File: src/rtl/alu_ext.sv
// alu_ext: Hack-style ALU with shift ops and an optional shift-add multiplier.
// It accepts one operand/control bundle at a time through a valid/ready handshake.
// The result and flags stay registered until the consumer takes them.
module alu_ext #(
  parameter int WIDTH  = 16,
  parameter bit MUL_EN = 1'b1
) (
  input  logic             clk,
  input  logic             rst,
  input  logic             in_valid,
  output logic             in_ready,
  input  logic [WIDTH-1:0] x,
  input  logic [WIDTH-1:0] y,
  input  logic             zx,
  input  logic             nx,
  input  logic             zy,
  input  logic             ny,
  input  logic             f,
  input  logic             no,
  input  logic [1:0]       op,
  output logic             out_valid,
  input  logic             out_ready,
  output logic [WIDTH-1:0] data_out,
  output logic             zr,
  output logic             ng,
  output logic             cy,
  output logic             ov
);

  localparam int CW = (WIDTH > 1) ? $clog2(WIDTH) : 1;

  typedef enum logic [1:0] {
    IDLE = 2'd0,
    MUL  = 2'd1,
    DONE = 2'd2
  } state_t;

  state_t state;

  logic             accept;
  logic [WIDTH-1:0] xo;
  logic [WIDTH-1:0] yo;
  logic [WIDTH:0]   sum;
  logic [WIDTH-1:0] res;
  logic             res_cy;
  logic             res_ov;

  logic             mul_last;
  logic [WIDTH-1:0] mul_res;
  logic             mul_ov;

  assign accept = in_valid && in_ready;

  // Operand preprocessing and the single-cycle result, taken straight from the inputs.
  always_comb begin
    // NOTE: every variable gets a default before the case, so no path leaves one unassigned and no latch is inferred.
    xo     = zx ? '0 : x;
    yo     = zy ? '0 : y;
    if (nx) xo = ~xo;
    if (ny) yo = ~yo;
    sum    = {1'b0, xo} + {1'b0, yo};
    res    = '0;
    res_cy = 1'b0;
    res_ov = 1'b0;
    unique case (op)
      2'b00: begin
        if (f) begin
          res    = sum[WIDTH-1:0];
          res_cy = sum[WIDTH];
          res_ov = (xo[WIDTH-1] == yo[WIDTH-1]) && (sum[WIDTH-1] != xo[WIDTH-1]);
        end else begin
          res = xo & yo;
        end
      end
      2'b01: begin
        res    = {xo[WIDTH-2:0], 1'b0};
        res_cy = xo[WIDTH-1];
        res_ov = xo[WIDTH-1] ^ xo[WIDTH-2];
      end
      2'b10: begin
        res    = {xo[WIDTH-1], xo[WIDTH-1:1]};
        res_cy = xo[0];
      end
      default: begin
        // Reached only when the multiplier is absent: a flagged zero result.
        res_ov = 1'b1;
      end
    endcase
    if (no) res = ~res;
  end

  generate
    if (MUL_EN) begin : g_mul
      logic [WIDTH-1:0]   mcand;
      logic [2*WIDTH-1:0] prod;
      logic [2*WIDTH-1:0] prod_next;
      logic [WIDTH:0]     psum;
      logic [CW-1:0]      cnt;
      logic               mul_no;

      // One partial product per cycle: add the multiplicand into the upper half, then shift right.
      always_comb begin
        psum      = {1'b0, prod[2*WIDTH-1:WIDTH]} + (prod[0] ? {1'b0, mcand} : '0);
        prod_next = {psum, prod[WIDTH-1:1]};
      end

      // Multiplier registers: load on acceptance of a multiply, step once per MUL cycle.
      always_ff @(posedge clk or posedge rst) begin
        // NOTE: the accumulator and counter are plain registers, so they are cleared by reset like any other state.
        if (rst) begin
          mcand  <= '0;
          prod   <= '0;
          cnt    <= '0;
          mul_no <= 1'b0;
        end else if (accept && (op == 2'b11)) begin
          mcand  <= xo;
          prod   <= {{WIDTH{1'b0}}, yo};
          cnt    <= CW'(WIDTH - 1);
          mul_no <= no;
        end else if (state == MUL) begin
          prod <= prod_next;
          cnt  <= cnt - 1'b1;
        end
      end

      assign mul_last = (cnt == '0);
      assign mul_res  = mul_no ? ~prod_next[WIDTH-1:0] : prod_next[WIDTH-1:0];
      assign mul_ov   = |prod_next[2*WIDTH-1:WIDTH];
    end else begin : g_no_mul
      assign mul_last = 1'b1;
      assign mul_res  = '0;
      assign mul_ov   = 1'b0;
    end
  endgenerate

  // Control FSM with registered handshake signals, result and flags.
  always_ff @(posedge clk or posedge rst) begin
    // NOTE: sequential state uses non-blocking assignments so every register updates from pre-edge values.
    if (rst) begin
      state     <= IDLE;
      in_ready  <= 1'b1;
      out_valid <= 1'b0;
      data_out  <= '0;
      zr        <= 1'b0;
      ng        <= 1'b0;
      cy        <= 1'b0;
      ov        <= 1'b0;
    end else begin
      unique case (state)
        IDLE: begin
          if (accept) begin
            in_ready <= 1'b0;
            if (MUL_EN && (op == 2'b11)) begin
              state <= MUL;
            end else begin
              state     <= DONE;
              out_valid <= 1'b1;
              data_out  <= res;
              zr        <= (res == '0);
              ng        <= res[WIDTH-1];
              cy        <= res_cy;
              ov        <= res_ov;
            end
          end
        end
        MUL: begin
          if (mul_last) begin
            state     <= DONE;
            out_valid <= 1'b1;
            data_out  <= mul_res;
            zr        <= (mul_res == '0);
            ng        <= mul_res[WIDTH-1];
            cy        <= 1'b0;
            ov        <= mul_ov;
          end
        end
        DONE: begin
          if (out_ready) begin
            state     <= IDLE;
            out_valid <= 1'b0;
            in_ready  <= 1'b1;
          end
        end
        default: begin
          state     <= IDLE;
          out_valid <= 1'b0;
          in_ready  <= 1'b1;
        end
      endcase
    end
  end

endmodule
File: config.mk
export PLATFORM = sky130hd
export DESIGN_NAME = alu_ext
export DESIGN_NICKNAME = d
export VERILOG_FILES = /design/src/rtl/alu_ext.sv
export SDC_FILE = /design/constraint.sdc
export NUM_CORES = 1
export LEC_CHECK = 0
export CAP_MARGIN = 15
export CORE_AREA = 3 3 120 122
export DETAILED_ROUTE_END_ITERATION = 12
export DIE_AREA = 0 0 123 125
export MAX_ROUTING_LAYER = met4
export PLACE_DENSITY = 0.7
export SLEW_MARGIN = 10
export SYNTH_ARGS = -nofsm -noshare
export SYNTH_HDL_FRONTEND = slang
export SYNTH_SLANG_ARGS = --single-unit
File: constraint.sdc
create_clock -name clk -period 4.65 [get_ports clk]
set_clock_uncertainty 0.1 [all_clocks]
set_input_delay 0.6975 -clock clk [delete_from_list [all_inputs] [get_ports clk]]
set_output_delay 0.6975 -clock clk [all_outputs]
set_load 0.01 [all_outputs]
# Word level (Yosys, flattened, before mapping)

Cells that the tools add are included.

RAM bits: 0
Memories: 0
Register bits: 77
Input port bits: 44
Latch bits: 0
Output and inout port bits: 22
Memory bits (read-only): 0
Word-level logic and storage cells: 98

$lt $le $gt $ge: 0
Reduce and logical (&&, ||, !) cells: 15
Equal/unequal tests: 11
Bitwise gates (word level): 7
Shift operators: 0
Multipliers: 0
Add/sub/neg operators: 3
Mux-type cells: 50
Div/mod/pow operators: 0

Operators with widths:

| operator            | count |
|---|---|
| $mux 16             | 11 |
| $mux 32             | 2 |
| $not 16->16         | 4 |
| $pmux 16 s3         | 1 |
| $add 16x16->17      | 2 |
| $logic_not 16->1    | 2 |
| $pmux 16 s2         | 1 |
| $mux 1              | 20 |
| $and 16x16->16      | 1 |
| $reduce_or 16->1    | 1 |
| $pmux 1 s3          | 4 |
| $mux 2              | 4 |
| $mux 4              | 2 |
| $ne 2x2->1 const B  | 4 |
| $pmux 1 s2          | 4 |
| $reduce_and 4->1    | 2 |
| $eq 2x2->1 const B  | 3 |
| $pmux 2 s3          | 1 |
| $reduce_and 3->1    | 2 |
| $eq 2x1->1 const B  | 2 |
| $logic_not 2->1     | 2 |
| $logic_not 4->1     | 1 |
| $reduce_bool 2->1   | 2 |
| $sub 4x1->4 const B | 1 |
| other kinds (5)     | 7 |

# Longest topological paths before layout

Depth after elaboration: 12
Depth in mapped cells: 16
Gate-level depth less buffers: 15

# Least setup slack after synthesis

Ideal clock, no wire load.

Path type: input-to-reg
Start point: in ny
End point: reg zr
Data required time: 4.458 ns
Path buffers: 2
Path slack: 0.769 ns
Arrival time: 3.689 ns
Cell stages on the path: 14
Setup time: 0.092 ns
Path through: buf_4 > buf_1 > xnor2_1 > ha_1 > ha_1 > a21oi_1 > o21ai_1 > a21o_1 > a2111oi_0 > o31ai_1 > xnor2_1 > nor4_2 > nand4_1 > o31ai_2

Longest elaborated chain between the ends: 10
Elaborated cells on any way between the ends: 11
Classes of those cells: add/sub: 1; mux: 7; bitwise: 2; reduce/logical: 1

Ends and longest elaborated chain:

| element                                                 | line   | RTL |
|---|---|---|
| from (decl)                                             | 17     | `input logic ny,` |
| $mux 16 (*)                                             | 60     | `if (ny) yo = ~yo;` |
| $add 16x16->17 / $and 16x16->16 (equally long branches) | 61, 72 |  |
| $mux 16 (*)                                             | 67     | `if (f) begin` |
| $pmux 16 s3 (*)                                         | 65     | `unique case (op)` |
| $not 16->16                                             | 89     | `if (no) res = ~res;` |
| $mux 16 (*)                                             | 89     |  |
| $logic_not 16->1 (*)                                    | 159    | `zr <= (res == '0);` |
| $mux 1 (*)                                              | 153    | `if (MUL_EN && (op == 2'b11)) begin` |
| $mux 1 (*)                                              | 151    | `if (accept) begin` |
| $pmux 1 s2 (*)                                          | 149    | `unique case (state)` |
| to (signal assigned)                                    | 159    |  |
| to (signal assigned)                                    | 171    | `zr <= (mul_res == '0);` |
| to (decl)                                               | 24     | `output logic zr,` |

Every way passes the cells marked *; elsewhere a longest branch is shown, timed or not. The select of a mux whose other input is x is not followed.
A chain may end at the register's enable or synchronous reset.

# Final worst setup path

Start point: in zy
End point: reg data_out[15]

Longest elaborated chain between the ends: 11
Elaborated cells on any way between the ends: 12
Classes of those cells: add/sub: 1; mux: 8; bitwise: 3

Ends and longest elaborated chain:

| element                                                 | line   | RTL |
|---|---|---|
| from (decl)                                             | 16     | `input logic zy,` |
| $mux 16 (*)                                             | 58     | `yo = zy ? '0 : y;` |
| $not 16->16                                             | 60     |  |
| $mux 16 (*)                                             | 60     |  |
| $add 16x16->17 / $and 16x16->16 (equally long branches) | 61, 72 |  |
| $mux 16 (*)                                             | 67     |  |
| $pmux 16 s3 (*)                                         | 65     |  |
| $not 16->16                                             | 89     |  |
| $mux 16 (*)                                             | 89     |  |
| $mux 16 (*)                                             | 153    |  |
| $mux 16 (*)                                             | 151    |  |
| $pmux 16 s2 (*)                                         | 149    |  |
| to (signal assigned)                                    | 158    | `data_out <= res;` |
| to (signal assigned)                                    | 170    | `data_out <= mul_res;` |
| to (decl)                                               | 23     | `output logic [WIDTH-1:0] data_out,` |

Marks and branches as above.

==> results.ini <==
[synthesis]
synthDistinctLibCells=72
avgSynthCellArea_um2=7.93
synthArstFlopShare_pct=100
synth_area_leaders=dfrtp_1 28%, xnor2_1 9.3%, nand2_1 7.4%
synth-seq-area-share_pct=28.6
synth_enable_flop_cells=0
yosys.area.top_type=dfrtp_1
syn_area_um2=6660
syn_nets=918
synth_warnings=0
synth_flop_cell=dfrtp_1
syn_inst=840
ys_ff_latch=76
synth.top_cell.area_share_pct=28.2

[cts]
htreeDepth=3
cts_buffers=9
clock_latency_ps=340
clock_path_buffers=2
clk_pin_slew_ps=60
tritoncts=done
cts-root-buf=clkbuf_16
clock-sinks=76
post_cts_buffers=0
holdBufCountCts=0
ctsResizeCount=0

[sta]
rsz0062_at_grt=no
maxSlewViolCount=0
setup_viol=0
worst_pin_slew_ps=1000
slew_headroom_pct=33.1
tns_ps=0
fin_crit_ps=4140
hold_viol=0
min_period_over_period_pct=89.1
fmax_mhz=241

[critical_path]
crit_chain=clkdlybuf4s50_1 > buf_4 > nor2b_1 > xor2_1 > ha_1 > a21oi_1 > and2_1 > nand2b_1 > a311o_1 > nand3b_1 > o211ai_2 > a21oi_1 > a21oi_1 > a2111oi_2 > o21ai_0 > nand2_1
startpoint_type=input port
end_kind=register
slowest_delay_ps=480
critPathArrivalTime_ps=4330
worst_ep_required_time_ps=4840
crit_slowest_cell=clkdlybuf4s50_1
r2r_setup_slack_ps=920
cp_max_fo=11
setup.worst_path.class=in2reg
crit_top_cell=a21oi_1

[global_routing]
antenna_found_initial=0
grt_pass1_wl_um=32700
grt-ovfl-total=0
grt_max_degree=77
grt_use_total_pct=27.9
grt_pass1_vias=6066

[finish]
fin_nets=992
antenna_cells=0
fill_cells=1210
syn2layout_area_growth_pct=19.9
final_util_pct=60.1
drive_gt1_share_pct=9.25

[drt]
post_drt_via_cell_ratio=5.82
wl_met3_um=1290
drtPass1Iterations=7
drt-wirelength-per-cell_um=18.6
wl_um=20400
top_layer_used=met4
vias=6371
drc_errors=0
drt-initial-drc-count=413
drt-met1-wl_um=9250
dr_wl_met2_um=8920
drtAntennaViolNets=0

[die]
floorplan.rows=42
initial_core_util_pct=50.1
die_area_um2=15400
die_w_um=123
fp.dieH_um=125
core_area_um2=13300
ioPinCount=66

[status]
outcome=finished, final reports clean

[placement]
dpl.hpwl_um=15800
portBuffers=65
place.gp.congestion=0.972

[run]
max-cap-violations=0

[pwr]
power_leakage_uw=0.00354
vdd_drop_max_v=0.000179
power_density_nw_per_um2=473
total_power_uw=3780

[hold_path]
hold_class=reg2reg

-- area by class of cell --
cell class | count | area (um^2) | area share, %
multi-input cells | 688 | 4450 | 55.7
flip-flops and latches | 76 | 1900 | 23.8
repair buffers | 111 | 996 | 12.5
clock buffers | 13 | 270 | 3.38
well taps | 176 | 220 | 2.76
inverters | 28 | 105 | 1.32
clock inverters | 3 | 43.8 | 0.548
-- worst paths after layout --
| check | startpoint | to | cells past startpoint |
|---|---|---|---|
| max in group asynchronous | rst | g_mul.prod[15] | 3 |
| min reg2reg | data_out[4] | data_out[4] | 2 |
| max | zy | data_out[15] | 16 |
| max reg2reg | g_mul.prod[0] | ov | 14 |
| min | data_out[4] | data_out[4] | 2 |
| min in group asynchronous | rst | g_mul.prod[20] | 3 |
-- synthesized netlist by cell type (all sizes together) (3+ instances only) --
master,number
nand2,132
dfrtp,75
xnor2,73
nor2,71
a21oi,69
o21ai,45
clkbuf,39
ha,33
inv,27
nor2b,21
a31oi,20
and2,20
nand2b,19
xor2,19
nand3,18
nor3,15
a21o,14
o22ai,11
a211oi,9
buf,9
o31ai,7
or3,7
a22oi,6
and3,6
o211ai,6
o21bai,6
or4,6
xnor3,6
mux2i,5
nor4,5
nand4,4
a2111oi,3
a221oi,3
a311o,3
and2b,3
-- state kept, by name, summed over array words and instances (netlist names), 2 cells and up --
register     cells
g_mul.prod      32
data_out        16
g_mul.mcand     16
g_mul.cnt        4
state            2
-- cells by family (layout without fill, tap and decap cells) --
family / Yosys count / count (layout) / synth area share (%)
and+or+nand+nor: 334 / 334 / 23.7
AOI/OAI and AO/OA: 215 / 215 / 20.6
xor gates and xnor gates: 99 / 99 / 15.0
DFF: 76 / 76 / 28.6
buffers and inverters: 76 / 155 / 4.70
adders and majority gates: 34 / 34 / 6.50
muxes: 6 / 6 / 0.921
-- routing by layer --
metal,track usage (%),vias to the layer above
met5,-,-
met4,12.4,0
met2,40.0,265
li1,-,3059
met3,3.21,55
met1,39.7,2992
-- power breakdown --
group / leakage [uW] / switching [uW] / internal [uW]
sequential: 0.000952 / 268 / 932
combinational: 0.00243 / 993 / 848
clock: 0.000156 / 280 / 460
total: 0.00354 / 1540 / 2240
-- metrics by stage --
stage                     setup slack (ps)  cells  hold WS, ps  instance area [um^2]
final                                  509   1095          363                  7990
after global routing                   144   1095          396                  7990
after CTS                              512   1095          371                  7990
after detailed placement               149   1079          358                  7670
after global placement                 253   1079          352                  7670
after floorplan                        769    840          338                  6660
-- critical path, delay by kind of cell --
kind	cells	cell delay, ps
AO/OA/AOI/OAI	7	1500
AND/OR/NAND/NOR	5	760
buffers and inverters	2	690
XOR/XNOR	1	340
adder cells (fa/ha/maj)	1	340
-- layout by cell type, fill, tap and decap left out, types with 4 or more instances in the layout --
cell type,instances
clkdlybuf4s50_1,65
nand4_1,4
o211ai_1,4
and3_1,6
and2_1,20
buf_4,46
clkbuf_16,9
nor2_1,71
xnor3_1,6
dfrtp_1,75
mux2i_1,5
a211oi_1,8
o21ai_0,42
nor3_1,15
nand3_1,18
xor2_1,18
a21oi_1,67
o31ai_1,5
a31oi_1,20
o21bai_1,6
or3_1,7
xnor2_1,71
nand2_1,132
nand2b_1,17
or4_1,6
nor4_1,4
a22oi_1,6
nor2b_1,19
inv_1,25
a21o_1,14
o22ai_1,11
ha_1,33
(Power assumes the default switching activity.)
